File: src/rtl/mdu_seq.sv
// Iterative RV64M multiply/divide sequencer: shift-add multiplier and restoring
// divider working on operand magnitudes, with sign fix-up on the last iteration.
module mdu_seq #(
  parameter int XLEN = 64
) (
  input  logic            clk,
  input  logic            rst,
  input  logic            in_valid,
  output logic            in_ready,
  input  logic [2:0]      func3,
  input  logic            is_word,
  input  logic [XLEN-1:0] src1,
  input  logic [XLEN-1:0] src2,
  input  logic            flush,
  output logic            out_valid,
  input  logic            out_ready,
  output logic [XLEN-1:0] result,
  output logic            busy
);
  localparam int HW = XLEN / 2;
  localparam int CW = $clog2(XLEN);
  localparam logic [1:0] IDLE = 2'd0, CALC = 2'd1, DONE = 2'd2;
  localparam logic [XLEN-1:0] MIN_D = {1'b1, {(XLEN-1){1'b0}}};
  localparam logic [XLEN-1:0] MIN_W = {{(HW+1){1'b1}}, {(HW-1){1'b0}}};

  function automatic logic [XLEN-1:0] sext_half(input logic [XLEN-1:0] v);
    return {{HW{v[HW-1]}}, v[HW-1:0]};
  endfunction

  function automatic logic [XLEN-1:0] fit_word(input logic [XLEN-1:0] v, input logic narrow);
    return narrow ? sext_half(v) : v;
  endfunction

  function automatic logic [XLEN-1:0] ext_op(input logic [XLEN-1:0] v, input logic word,
                                             input logic sgn);
    if (!word) return v;
    return sgn ? sext_half(v) : {{HW{1'b0}}, v[HW-1:0]};
  endfunction

  function automatic logic [XLEN-1:0] neg_if(input logic [XLEN-1:0] v, input logic n);
    return n ? -v : v;
  endfunction

  logic [1:0]      state;
  logic [CW-1:0]   cnt;
  logic            word_eff, sgn1, sgn2, neg1, neg2, div_zero, div_ovf, special;
  logic [XLEN-1:0] ext1, ext2, mag1, mag2, spec_val;

  // Illegal W combos (mulh*) run at full width; only the result is narrowed.
  assign word_eff = is_word & ((func3 == 3'b000) | func3[2]);
  assign sgn1     = func3 inside {3'b000, 3'b001, 3'b010, 3'b100, 3'b110};
  assign sgn2     = func3 inside {3'b000, 3'b001, 3'b100, 3'b110};
  assign ext1     = ext_op(src1, word_eff, sgn1);
  assign ext2     = ext_op(src2, word_eff, sgn2);
  assign neg1     = sgn1 & ext1[XLEN-1];
  assign neg2     = sgn2 & ext2[XLEN-1];
  assign mag1     = neg_if(ext1, neg1);
  assign mag2     = neg_if(ext2, neg2);
  assign div_zero = func3[2] & (ext2 == '0);
  assign div_ovf  = func3[2] & ~func3[0] & (ext1 == (word_eff ? MIN_W : MIN_D)) & (&ext2);
  assign special  = div_zero | div_ovf;
  // The overflow quotient equals the (extended) dividend, which is MIN at N width.
  assign spec_val = div_zero ? (func3[1] ? ext1 : {XLEN{1'b1}})
                             : (func3[1] ? {XLEN{1'b0}} : ext1);

  logic                is_div_p0, sel_p0, narrow_p0, neg_p0;
  logic [2*XLEN-1:0]   prod_p0, mcand_p0;
  logic [XLEN-1:0]     mplier_p0, rem_p0, quo_p0, dvsr_p0;
  logic [2*XLEN-1:0]   prod_nx, prod_fin;
  logic [XLEN:0]       trial;
  logic                q_bit;
  logic [XLEN-1:0]     rem_nx, quo_nx, mul_val, div_val, calc_val;

  assign prod_nx  = prod_p0 + (mplier_p0[0] ? mcand_p0 : {(2*XLEN){1'b0}});
  assign prod_fin = neg_p0 ? -prod_nx : prod_nx;
  assign trial    = {rem_p0, quo_p0[XLEN-1]} - {1'b0, dvsr_p0};
  assign q_bit    = ~trial[XLEN];
  assign rem_nx   = q_bit ? trial[XLEN-1:0] : {rem_p0[XLEN-2:0], quo_p0[XLEN-1]};
  assign quo_nx   = {quo_p0[XLEN-2:0], q_bit};
  assign mul_val  = sel_p0 ? prod_fin[2*XLEN-1:XLEN] : prod_fin[XLEN-1:0];
  assign div_val  = neg_if(sel_p0 ? rem_nx : quo_nx, neg_p0);
  assign calc_val = fit_word(is_div_p0 ? div_val : mul_val, narrow_p0);

  // Stage p0: operand latch while idle, one iteration per cycle in CALC
  always_ff @(posedge clk) begin
    if (state == IDLE) begin
      is_div_p0 <= func3[2];
      sel_p0    <= func3[2] ? func3[1] : (func3[1:0] != 2'b00);
      narrow_p0 <= is_word;
      neg_p0    <= (func3[2] & func3[1]) ? neg1 : (neg1 ^ neg2);
      prod_p0   <= '0;
      mcand_p0  <= {{XLEN{1'b0}}, mag1};
      mplier_p0 <= mag2;
      rem_p0    <= '0;
      quo_p0    <= word_eff ? (mag1 << HW) : mag1;
      dvsr_p0   <= mag2;
    end else if (state == CALC) begin
      prod_p0   <= prod_nx;
      mcand_p0  <= mcand_p0 << 1;
      mplier_p0 <= mplier_p0 >> 1;
      rem_p0    <= rem_nx;
      quo_p0    <= quo_nx;
    end
  end

  always_ff @(posedge clk) begin
    if (rst) begin
      state  <= IDLE;
      cnt    <= '0;
      result <= '0;
    end else if (flush) begin
      state <= IDLE;
    end else begin
      case (state)
        IDLE: if (in_valid) begin
          if (special) begin
            result <= fit_word(spec_val, is_word);
            state  <= DONE;
          end else begin
            cnt   <= word_eff ? CW'(HW - 1) : CW'(XLEN - 1);
            state <= CALC;
          end
        end
        CALC: if (cnt == '0) begin
          result <= calc_val;
          state  <= DONE;
        end else begin
          cnt <= cnt - CW'(1);
        end
        DONE: if (out_ready) state <= IDLE;
        default: state <= IDLE;
      endcase
    end
  end

  assign in_ready  = (state == IDLE);
  assign out_valid = (state == DONE);
  assign busy      = (state == CALC) | (state == DONE);

endmodule

File: config.mk
export PLATFORM = sky130hd
export DESIGN_NAME = mdu_seq
export DESIGN_NICKNAME = d
export VERILOG_FILES = /design/src/rtl/mdu_seq.sv
export SDC_FILE = /design/constraint.sdc
export NUM_CORES = 2
export LEC_CHECK = 0
export ABC_CLOCK_PERIOD_IN_PS = 10800
export BUFFER_PORTS_ARGS = -buffer_cell sky130_fd_sc_hd__buf_4
export CAP_MARGIN = 20
export CORE_AREA = 2 2 326 328
export CTS_BUF_LIST = sky130_fd_sc_hd__clkbuf_8
export DETAILED_ROUTE_END_ITERATION = 7
export DIE_AREA = 0 0 328 330
export GPL_TIMING_DRIVEN = 1
export PLACE_DENSITY = 0.72
export SYNTH_ARGS = -nofsm -noshare
export SYNTH_HDL_FRONTEND = slang
export SYNTH_SLANG_ARGS = --single-unit
File: constraint.sdc
create_clock -name clk -period 10.8 [get_ports clk]
set_input_delay 0.54 -clock clk [delete_from_list [all_inputs] [get_ports clk]]
set_output_delay 0.54 -clock clk [all_outputs]
set_load 0.005 [all_outputs]
* Word level (Yosys, flattened, before mapping)
Cells that the tools add are included.
** Cells by class
- $add $sub $neg :: 7
- Muxes and demuxes :: 42
- Reductions and logical operators :: 13
- Eq/ne operators :: 13
- Bitwise logic cells :: 15
** Operators by type and width (count)
- 64-bit two-way mux :: 26
- 128-bit two-way mux :: 2
- 64-bit negator :: 3
- 128-bit adder :: 1
- 128-bit negator :: 1
- 64-bit one-hot mux with 2 select lines :: 1
- 65-bit by 64-bit subtractor with 65-bit output :: 1
- 64-bit == test :: 1
- 64-bit zero test :: 1
- 64-bit AND reduction :: 1
- 63-bit two-way mux :: 1
- 6-bit two-way mux :: 4
- 6-bit one-hot mux with 2 select lines :: 1
- 5-bit AND reduction :: 2
- 1-bit AND :: 8
- 2-bit two-way mux :: 4
- 2-bit inequality test, second input constant :: 4
- 3-bit == test, second input constant :: 2
- 6-bit zero test :: 1
- 2-bit one-hot mux with 3 select lines :: 1
- 6-bit by 1-bit subtractor with 6-bit output, second input constant :: 1
- 5-bit nonzero test :: 1
- 2-bit by 1-bit inequality test with 1-bit output, second input constant :: 2
- 2-bit nonzero test :: 2
- 13 further kinds :: 18
** Storage, ports and cells
- Logic and storage cells :: 104
- Register bits after elaboration :: 588
- Input port bits :: 137

* Longest topological paths before layout
- Word-level depth :: 11
- Gate-level depth with buffers :: 27

* Worst setup path before layout
Ideal clock, no wire load.
- Path kind :: reg2reg
- Start :: register state[0]
- End :: register result[32]
- Data required time :: 10.726 ns
- Library setup time :: 0.074 ns
- Buffers on the path :: 4
- Arrival time :: 8.405 ns
- Setup slack :: 2.321 ns
- Stages on the path, launching flop included :: 14
- Cell sequence :: dfxtp_1 inv_1 ha_1 clkbuf_1 inv_1 nand2_1 nand2b_1 a221o_1 clkbuf_1 nor2_1 clkbuf_1 clkbuf_1 nand2_1 o21ai_0
** On the way
- Cells in the longest elaborated chain, start to end :: 3
- Elaborated cells between the ends (all ways) :: 8
- Those cells by class :: eq/ne: 4; mux: 1; reduce/logical: 3
** Ends and longest elaborated chain
- start, declared :: line 44 : logic [1:0] state;
- start signal, assigned :: line 108 : state <= IDLE;
- start signal, assigned :: line 112 : state <= IDLE;
- start signal, assigned :: line 118 : state <= DONE;
- 2-bit zero test *
- via in_ready :: line 9 : output logic in_ready,
- 2-bit by 1-bit inequality test with 1-bit output (no line) (tied with other cells)
- 5-bit AND reduction (no line)
- end signal, assigned :: line 117 : result <= fit_word(spec_val, is_word);
- end signal, assigned :: line 125 : result <= calc_val;
- end, declared :: line 17 : output logic [XLEN-1:0] result,
Mark *: on every way through the listed nets, which the timed path passes. The rest lies on a longest branch.
A chain may end at the register's enable or synchronous reset.

* Worst setup path after layout
- Start :: register mplier_p0[0]
- End :: register result[59]
** On the way
- Cells in the longest elaborated chain, start to end :: 9
** Ends and longest elaborated chain
- start, declared :: line 68 : logic [XLEN-1:0] mplier_p0, rem_p0, quo_p0, dvsr_p0;
- start signal, assigned :: line 93 : mplier_p0 <= mag2;
- start signal, assigned :: line 100 : mplier_p0 <= mplier_p0 >> 1;
- 128-bit two-way mux * :: line 74 : assign prod_nx = prod_p0 + (mplier_p0[0] ? mcand_p0 : {(2*XLEN){1'b0}});
- 128-bit adder * :: line 74
- 128-bit negator :: line 75 : assign prod_fin = neg_p0 ? -prod_nx : prod_nx;
- 128-bit two-way mux * :: line 75
- 64-bit two-way mux * :: line 80 : assign mul_val = sel_p0 ? prod_fin[2*XLEN-1:XLEN] : prod_fin[XLEN-1:0];
- 64-bit two-way mux * :: line 82 : assign calc_val = fit_word(is_div_p0 ? div_val : mul_val, narrow_p0);
- 64-bit two-way mux * :: line 31 : return narrow ? sext_half(v) : v;
- 64-bit two-way mux * :: line 124 : CALC: if (cnt == '0) begin
- 64-bit one-hot mux with 2 select lines * :: line 114 : case (state)
Every way passes the cells marked *; elsewhere a longest branch is shown, timed or not. The select of a mux whose other input is x is not followed.

==> impl_metrics.json <==
{
  "numCtsBuffers": 108,
  "antenna_found_initial": 32,
  "stdcell_area_um2": 56960,
  "slew_viol_final": 0,
  "clock.fmax_ghz": 0.1112,
  "drtPass1Iterations": 8,
  "grt_pass1_wl_um": 368300,
  "timing.final.crit_share_pct": 83.30,
  "wl_per_cell_um": 31.46,
  "layout_common_cells": "938 x nor2_1, 598 x a21oi_1, 582 x nand2_1",
  "drc_errors": 32,
  "netlist.top_cell.by_area": "edfxtp_1",
  "ys_seq_area_share_pct": 27.73,
  "max_slew_margin_pct": 14.28,
  "cp_max_fo": 128,
  "clk_latency_ns": 0.86,
  "crit_top_cell": "and2_1",
  "power_leakage_nw": 21.31,
  "vdd_drop_max_uv": 113.0,
  "period_minus_slack_ns": 8.997,
  "root_buffer": "clkbuf_8",
  "layout-drive-gt1-share_pct": 9.673,
  "end_kind": "register",
  "yosys.area.top_type_share_pct": 15.06,
  "grt_max_degree": 176,
  "fin_worst_skew_ns": 0.09452,
  "hold_path.class": "input port to register",
  "ios": 204,
  "cts_buffer_depth": 3,
  "ys_top_cells_by_area": "edfxtp_1 15%, dfxtp_1 13%, nor2_1 6.8%",
  "cts_tree": "yes",
  "crit_slowest_cell": "a2111oi_0",
  "required_ns": 11.46,
  "utilization_pct": 54.42,
  "synthFlopType": "dfxtp_1",
  "cpPeakStageDelay_ns": 0.91,
  "synth_cells": 6815,
  "hpwl_um": 207700,
  "tightest_slew_ns": 1.277,
  "worstPathArrival_ns": 9.66,
  "finalHoldViolations": 0,
  "vias": 58240,
  "wirelength_um": 261700,
  "gr-total-overflow": 0,
  "grt_pass1_vias": 52190,
  "multi_input_area_um2": 35190,
  "via_per_inst": 7.000,
  "layout.area.seq_um2": 14370,
  "dp.cells": 8098,
  "io_buffers": 203,
  "initial_core_util_pct": 49.53,
  "synth_edf_count": 260,
  "area_growth_pct": 9.874,
  "grt_usage_pct": 46.48,
  "synthArstFlopShare_pct": 0,
  "crit_type": "register to register",
  "num_rows": 119,
  "setup_viol_count_final": 0,
  "syn_nets": 7155,
  "core_um2": 104700,
  "path_cells": "buf_12, and2_1, ha_1, nand4_1, nor2_1, a22oi_1, and2_1, o211a_1, and2_1, o211ai_1, nand4b_1, nor4_1, nand4_1, mux2i_1, o21ai_1, o31ai_2, buf_4, a2111oi_0, nor3_1",
  "final_common_cell": "nor2_1",
  "htree_levels": 3,
  "placed_cell_area_um2": 54570,
  "instances_no_fill": 8320,
  "synth_area_um2": 51840,
  "drt_iter0_markers": 9351,
  "outcome": "finished, violations left",
  "yosys_warnings": 0,
  "fp.dieH_um": 330,
  "critical_path.startpoint_type": "register",
  "die_area_um2": 108200,
  "globalplace.congestion": 1.136,
  "fillers": 10110,
  "cts.sinks": 588,
  "die_w_um": 328,
  "grt_setup_unrepaired": "no",
  "p_per_area_nw_per_um2": 145.5,
  "ant_nets": 0,
  "nets": 7162,
  "violations": "design-rule violations",
  "synth-seq-cells": 588,
  "syn_area_per_cell_um2": 7.607,
  "maxCapViolations": 0,
  "setup_tns_ns": 0,
  "synth_cell_type_count": 112,
  "path_clk_slew_ns": 0.06,
  "cts_resized": 0
}
==> synthesized netlist by cell type (all sizes together) (42+ instances only) <==
cell,instances
ha,201
o21ai,499
a21oi,600
a211oi,128
nor3,186
nand4,186
xor2,128
and3,42
nor2,944
mux2i,251
clkbuf,359
edfxtp,260
xnor2,193
dfxtp,328
buf,81
and2,193
or3,81
nand2,584
nor4,73
o31ai,84
o21a,63
inv,192
mux2,59
nand3,131
o211ai,66
a31oi,67
a21o,89
==> metrics by stage <==
step	hold WS [ns]	total power [mW]	setup WS (ns)
floorplan	0.4388	4.605	2.321
global placement	0.4336	5.722	2.377
detailed placement	0.4417	5.750	2.499
CTS	0.005455	8.118	2.452
global route	0.04422	8.496	1.713
finish	0.06841	8.285	1.803
==> power by group <==
part	switching (mW)	internal [mW]
clock network	1.13	1.25
logic	2.10	0.898
registers	0.237	2.66
==> final timing paths <==
path | startpoint | endpoint | slack [ns] | cells past startpoint
max reg2reg | mplier_p0[0] | result[59] | 1.80 | 19
max | mplier_p0[0] | result[59] | 1.80 | 19
min | src2[0] | dvsr_p0[0] | 0.07 | 1
min reg2reg | result[37] | result[37] | 0.46 | 2
==> per-layer routing <==
metal | global-route usage (%) | vias up | wire, µm
met4 | 32.67 | 26 | 22380
met2 | 66.20 | 4319 | 105500
li1 | - | 25380 | -
met3 | 15.11 | 1013 | 35140
met5 | 0.9130 | - | 308
met1 | 59.10 | 27500 | 98450
==> critical path, delay by kind of cell, from the launching register on <==
family | cells | cell delay, ns
AOI/OAI and AO/OA | 6 | 3.25
muxes | 1 | 0.31
adders and majority gates | 1 | 0.48
DFF | 1 | 0.42
buffers and inverters | 2 | 0.50
and+or+nand+nor | 9 | 3.60
==> cell families (layout without fill, tap and decap cells) <==
logic type	Yosys count	count (layout)	share of synthesized area (%)
compound gates	2103	2103	26.34
buf+inv	632	733	4.687
other cells	0	13	0
xor+xnor	321	321	5.423
simple gates	2638	2638	24.38
mux	310	310	6.128
flops	588	588	27.73
fa+ha+maj	223	223	5.314
==> registers in the layout (all words and copies together), names as in the netlist <==
name	count
mcand_p0	128
prod_p0	128
dvsr_p0	64
mplier_p0	64
quo_p0	64
rem_p0	64
result	64
cnt	6
state	2
is_div_p0	1
narrow_p0	1
neg_p0	1
sel_p0	1
==> area by class of cell <==
class,instances,share of cell area (%)
tap,1391,3.055
inverter,192,1.265
antenna,13,0.05711
timing repair buffer,337,4.543
clock inverter,88,1.265
clock buffer,116,2.803
sequential,588,25.23
multi-input combinational,5595,61.78
==> what timing repair did <==
item                      4_1_cts  5_1_grt
buffers inserted                0        0
hold endpoints to repair        2        0
hold buffers                    1        0
No activity file was read; power rests on OpenSTA's default activity.
